File: src/rtl/latch_seq_pkg.sv
// Shared types and constants for the NAND command/address latch sequencer.
// The WB_WAIT state only exists when LATCH_SEQ_WB_WAIT_EN is defined.
package latch_seq_pkg;

   localparam int unsigned TMR_W = 8;

   localparam logic LATCH_CMD  = 1'b0;
   localparam logic LATCH_ADDR = 1'b1;

   localparam int unsigned DEF_DATA_W  = 8;
   localparam int unsigned DEF_MAX_CYC = 5;
   localparam int unsigned DEF_T_WP    = 3;
   localparam int unsigned DEF_T_WH    = 2;
   localparam int unsigned DEF_T_CLH   = 2;
   localparam int unsigned DEF_T_WB    = 5;

   typedef enum logic [1:0] {
      IDLE    = 2'd0,
      SETUP   = 2'd1,
      HOLD    = 2'd2
`ifdef LATCH_SEQ_WB_WAIT_EN
      ,
      WB_WAIT = 2'd3
`endif
   } state_t;

   // Timer preload for a phase of cyc clocks; a zero-length phase still lasts one clock.
   function automatic logic [TMR_W-1:0] phase_load(input int unsigned cyc);
      return (cyc <= 1) ? '0 : TMR_W'(cyc - 1);
   endfunction

endpackage

File: src/rtl/latch_seq_timer.sv
// Loadable 8-bit down-counter shared by every timed state of latch_seq.
module latch_timer
   import latch_seq_pkg::*;
(
   input  logic             clk,
   input  logic             nreset,
   input  logic             load,
   input  logic [TMR_W-1:0] load_val,
   output logic [TMR_W-1:0] value,
   output logic             expired
);

   // expired is registered alongside value so it is valid in the same cycle value reaches 0.
   always_ff @(posedge clk) begin
      if (!nreset) begin
         value   <= '0;
         expired <= 1'b1;
      end else if (load) begin
         value   <= load_val;
         expired <= (load_val == '0);
      end else if (value != '0) begin
         value   <= value - TMR_W'(1);
         expired <= (value == TMR_W'(1));
      end else begin
         expired <= 1'b1;
      end
   end

endmodule

File: src/rtl/latch_seq.sv
// NAND CLE/ALE latch sequencer: issues 1..MAX_CYC bus words with WE# timing.
// Optional macro LATCH_SEQ_WB_WAIT_EN appends a tWB wait after command bursts.
module latch_seq
   import latch_seq_pkg::*;
#(
   parameter int unsigned DATA_W  = DEF_DATA_W,
   parameter int unsigned MAX_CYC = DEF_MAX_CYC,
   parameter int unsigned T_WP    = DEF_T_WP,
   parameter int unsigned T_WH    = DEF_T_WH,
   parameter int unsigned T_CLH   = DEF_T_CLH,
   parameter int unsigned T_WB    = DEF_T_WB
) (
   input  logic                      clk,
   input  logic                      nreset,
   input  logic                      activate,
   input  logic                      latch_type,
   input  logic [2:0]                count,
   input  logic [DATA_W*MAX_CYC-1:0] data_in,
   output logic                      latch_ctrl,
   output logic                      write_enable,
   output logic [DATA_W-1:0]         data_out,
   output logic                      busy,
   output logic                      done
);

   localparam int unsigned BUS_W    = DATA_W * MAX_CYC;
   localparam logic [2:0]  LAST_MAX = 3'(MAX_CYC - 1);

   if (T_WP > 255 || T_WH > 255 || T_CLH > 255 || T_WB > 255) begin : g_bad_timing
      $error("latch_seq: timing parameter exceeds the 8-bit phase counter");
   end
   if (MAX_CYC < 1 || MAX_CYC > 8) begin : g_bad_max_cyc
      $error("latch_seq: MAX_CYC must be in 1..8");
   end
   if (DATA_W != 8 && DATA_W != 16) begin : g_bad_data_w
      $error("latch_seq: DATA_W must be 8 or 16");
   end

   state_t               state_q, state_nxt;
   logic [BUS_W-1:0]     data_q, data_nxt;
   logic [2:0]           idx_q, idx_nxt;
   logic [2:0]           cnt_q, cnt_nxt;
   logic                 type_q, type_nxt;
   logic [2:0]           cnt_clamped;

   logic                 tmr_load;
   logic [TMR_W-1:0]     tmr_load_val;
   logic [TMR_W-1:0]     tmr_value_unused;
   logic                 tmr_expired;

   logic                 latch_ctrl_d, write_enable_d, busy_d, done_d;
   logic [DATA_W-1:0]    data_out_d;

   latch_timer u_timer (
      .clk      (clk),
      .nreset   (nreset),
      .load     (tmr_load),
      .load_val (tmr_load_val),
      .value    (tmr_value_unused),
      .expired  (tmr_expired)
   );

   // State, burst context and registered outputs.
   always_ff @(posedge clk) begin
      if (!nreset) begin
         state_q      <= IDLE;
         data_q       <= '0;
         idx_q        <= '0;
         cnt_q        <= '0;
         type_q       <= LATCH_CMD;
         latch_ctrl   <= 1'b0;
         write_enable <= 1'b1;
         data_out     <= '0;
         busy         <= 1'b0;
         done         <= 1'b0;
      end else begin
         state_q      <= state_nxt;
         data_q       <= data_nxt;
         idx_q        <= idx_nxt;
         cnt_q        <= cnt_nxt;
         type_q       <= type_nxt;
         latch_ctrl   <= latch_ctrl_d;
         write_enable <= write_enable_d;
         data_out     <= data_out_d;
         busy         <= busy_d;
         done         <= done_d;
      end
   end

   // Next state; the word register shifts so the current word always sits in the LSBs.
   always_comb begin
      state_nxt   = state_q;
      data_nxt    = data_q;
      idx_nxt     = idx_q;
      cnt_nxt     = cnt_q;
      type_nxt    = type_q;
      cnt_clamped = (32'(count) >= MAX_CYC) ? LAST_MAX : count;
      case (state_q)
         IDLE: begin
            if (activate) begin
               state_nxt = SETUP;
               data_nxt  = data_in;
               idx_nxt   = '0;
               cnt_nxt   = cnt_clamped;
               type_nxt  = latch_type;
            end
         end
         SETUP: begin
            if (tmr_expired) state_nxt = HOLD;
         end
         HOLD: begin
            if (tmr_expired) begin
               if (idx_q != cnt_q) begin
                  state_nxt = SETUP;
                  idx_nxt   = idx_q + 3'd1;
                  data_nxt  = data_q >> DATA_W;
               end
`ifdef LATCH_SEQ_WB_WAIT_EN
               else if (type_q == LATCH_CMD) begin
                  state_nxt = WB_WAIT;
               end
`endif
               else begin
                  state_nxt = IDLE;
               end
            end
         end
`ifdef LATCH_SEQ_WB_WAIT_EN
         WB_WAIT: begin
            if (tmr_expired) state_nxt = IDLE;
         end
`endif
         default: state_nxt = IDLE;
      endcase
   end

   // Output and timer-load decode from the state being entered, so outputs lead by one edge.
   always_comb begin
      latch_ctrl_d   = 1'b0;
      write_enable_d = 1'b1;
      data_out_d     = '0;
      busy_d         = (state_nxt != IDLE);
      done_d         = (state_q != IDLE) && (state_nxt == IDLE);
      tmr_load       = (state_nxt != state_q);
      tmr_load_val   = '0;
      case (state_nxt)
         SETUP: begin
            latch_ctrl_d   = 1'b1;
            write_enable_d = 1'b0;
            data_out_d     = data_nxt[DATA_W-1:0];
            tmr_load_val   = phase_load(T_WP);
         end
         HOLD: begin
            latch_ctrl_d = 1'b1;
            data_out_d   = data_nxt[DATA_W-1:0];
            tmr_load_val = (idx_nxt == cnt_nxt && type_nxt == LATCH_CMD) ?
                           phase_load(T_CLH) : phase_load(T_WH);
         end
`ifdef LATCH_SEQ_WB_WAIT_EN
         WB_WAIT: begin
            tmr_load_val = phase_load(T_WB);
         end
`endif
         default: ;
      endcase
   end

endmodule

File: config.mk
export PLATFORM = sky130hd
export DESIGN_NAME = latch_seq
export DESIGN_NICKNAME = d
export VERILOG_FILES = /design/src/rtl/latch_seq_pkg.sv /design/src/rtl/latch_seq_timer.sv /design/src/rtl/latch_seq.sv
export SDC_FILE = /design/constraint.sdc
export NUM_CORES = 1
export LEC_CHECK = 0
export CAP_MARGIN = 20
export CORE_UTILIZATION = 62
export CTS_CLUSTER_SIZE = 14
export DETAILED_ROUTE_END_ITERATION = 8
export DONT_BUFFER_PORTS = 1
export GPL_TIMING_DRIVEN = 0
export PLACE_DENSITY = 0.78
export SLEW_MARGIN = 20
export SYNTH_ARGS = -nofsm -noshare
export SYNTH_HDL_FRONTEND = slang
export SYNTH_SLANG_ARGS = --single-unit
File: constraint.sdc
create_clock -name clk -period 2.55 [get_ports clk]
set_input_delay 0.51 -clock clk [delete_from_list [all_inputs] [get_ports clk]]
set_output_delay 0.51 -clock clk [all_outputs]
set_load 0.03 [all_outputs]
==> results.md <==
- Minimum hold slack: 0.2979 ns
- Initial Util: 64.34%
- Tot GR Track Use: 27.29%
- Post-synthesis cell area: 3039 sq um
- Via count: 2,384
- Minimum clock period: about 2.3 ns
- Drt first pass iters: 6
- R2R setup slack: between 0.2 and 0.25 ns
- Layout Area Growth over Synthesis: 8.605%
- Core area: between 4000 and 5000 sq um
- Final setup vio count: 0
- CTS tree: yes
- Die W: 72.02 um
- Vias per cell: 6.241
- Most common cell in the netlist: dfxtp_1
- Top FF cell, synth: dfxtp_1
- Worst path required time: 2.80 ns
- Num rows: 25
- Nets: around 370
- Clk_lat worst skew: 0.33 ns
- Routed wire length: 6605 um
- Port Buffers: 0
- Worst Path Max Fanout: 13
- Slew Limit Fails: 0
- DR DRC count: 0
- Root buf cell: clkbuf_8
- Initial antenna violation count: 0
- HP Class: in2reg
- Seq/Total Area, Yosys: 45.45%
- Worst-Margin Slew: 1.018 ns
- Pleak: 1.341 nW
- Final Hold Vio Count: 0
- Top Ports: 59
- Num CTS Buffers: 9
- Vias in the first global route: 2,275
- Post-CTS Hold Fix Bufs: 0
- Postcts setup bufs: 0
- Power Density: 946.3 nW/um^2
- Routed Antenna Nets: 0
- Synth cell count leaders: dfxtp_1, a21oi_1, a221o_1
- Post-Place Cells: 369
- Cells after Synth: 302
- Share of post-route cells with drive strength above 1: around 17%
- Wire per inst: 17.29 um
- CP Launch Type: flop
- 1st-iter DRT viols: 203
- Max-cap check violation count: 0
- Post-synth top area cell: dfxtp_1
- Setup CP Type: reg2reg
- Worst rel slew slack: between 30% and 40%
- Total grt overflow: 0
- First-pass GRT wire length: between 10,000 and 15,000 um
- CTS H-tree lvls: 3
- Cell Count, Final, Fillers Out: 382
- Syn_area_per_cell: 10.06 sq um
- RSZ-0062 raised after global routing: no
- Top cell type's share of synthesized area: 45.45%
- Die ar.: 5186 sq um
- Max Freq: 432.1 MHz
- Clock transition at path regs: 0.07 ns
- Bufs on Longest Clock Path: 2
- Post-synth EDFFs: 0
- Worst setup EP type: flop
- Chip Height: 72.02 um
- Worst EP arrival: 2.56 ns
- Post-Syn Nets: 357
- VDD IR max: 0.7292 mV
- Final GP Congestion: 0.8074
- #FFs+latches synth: 69
- Diode count: 0
- Final period utilization: about nine tenths
- Outcome: completed
- Clock Skews: 0.004093 ns
- Synth Warn #: 0
- Largest net degree at the start of global routing: 14
- Post-synthesis cell type count: 45
- Hpwl dp: about 4600 um
- Synth top area cells: dfxtp_1, a221o_1, and3_2
- Clock sinks: 69
- Asr flop ratio synth: 0%
state kept, by name, summed over array words and instances (netlist names):
register,flops
busy,1
cnt_q,3
data_out,8
data_q,40
done,1
idx_q,3
latch_ctrl,1
state_q,2
u_timer.expired,1
u_timer.value,8
write_enable,1
layer usage:
metal | vias to the layer above | GRT usage (%) | part of all wire (%)
li1 | 1168 | - | -
met1 | 1130 | 36.08 | 47
met2 | 74 | 43.82 | 47
met3 | 12 | 5.278 | 4.7
met4 | 0 | 11.55 | 1.9
met5 | - | 0 | 0
cell usage in the layout, fill, tap and decap left out, types with 3 or more instances in the layout:
cell / count
a21oi_1: 24
a221o_1: 20
a221o_2: 4
a221oi_1: 8
a22o_1: 8
a32o_1: 8
and2_1: 9
and3_1: 6
and3_2: 18
buf_6: 5
clkbuf_1: 9
clkbuf_8: 14
dfxtp_1: 69
ha_1: 8
inv_1: 8
nand2_1: 13
nand2b_1: 3
nand3_1: 9
nand3b_1: 5
nor2_1: 10
nor3_1: 5
o211ai_1: 3
o21ai_0: 11
or3_1: 4
xnor2_1: 3
xor2_1: 4
timing repair:
| action | in CTS | in global routing |
|---|---|---|
| setup endpoints to repair | 1 | 9 |
| gates cloned | 0 | 0 |
| gates resized for setup | 0 | 1 |
kinds of logic (layout without fill, tap and decap cells):
logic type               after synthesis  in the layout  synth area share, %
AO/OA/AOI/OAI                         93             93                23.55
AND/OR/NAND/NOR                       93             93                18.40
flip-flops                            69             69                45.45
buffers and inverters                 29             42                6.257
adder cells (fa/ha/maj)                8              8                3.294
XOR/XNOR                               7              7                2.017
multiplexers                           3              3                1.029
worst paths after layout:
| kind | startpoint | to | cells past startpoint |
|---|---|---|---|
| min reg2reg | cnt_q[1] | cnt_q[1] | 2 |
| min | data_in[39] | data_q[39] | 1 |
| max | state_q[0] | data_out[0] | 9 |
| max reg2reg | state_q[0] | data_out[0] | 9 |
where the power goes:
part	internal [mW]	leakage [nW]	switching, mW	total [mW]
registers	1.24	0.565	0.180	1.41
logic	0.403	0.683	0.465	0.868
clock network	0.467	0.0923	0.373	0.841
per-stage QoR:
stage / utilization (%) / area (sq um) / worst slack, ns / setup TNS, ns / power (mW)
floorplan: - / 3039 / 0.4057 / 0 / 2.115
global placement: 66.12 / 3123 / -0.03513 / -0.09461 / 2.268
detailed placement: 66.12 / 3123 / -0.06456 / -0.4203 / 2.286
CTS: 69.85 / 3299 / 0.09892 / 0 / 3.129
global route: 69.88 / 3301 / 0.04746 / 0 / 3.301
finish: 69.88 / 3301 / 0.2356 / 0 / 3.123
final cells by class:
cell class              count  area [sq um]
fillers                   371          1423
inverters                   9         33.78
plain buffers              19         152.6
multi-input cells         204          1469
well taps                  67         83.83
flip-flops and latches     69          1381
clock inverters             2         35.03
clock buffers              12         145.1
worst max-delay path, cell delays in order, from the launching register on:
cell and delay, ns:
dfxtp_1 0.30, clkbuf_2 0.15, nor2b_1 0.11, buf_2 0.22, and2_2 0.33, a311o_1 0.23
inv_1 0.09, ha_1 0.31, nand2_1 0.23, a21oi_1 0.26
Power figures use the tool's default switching activity.
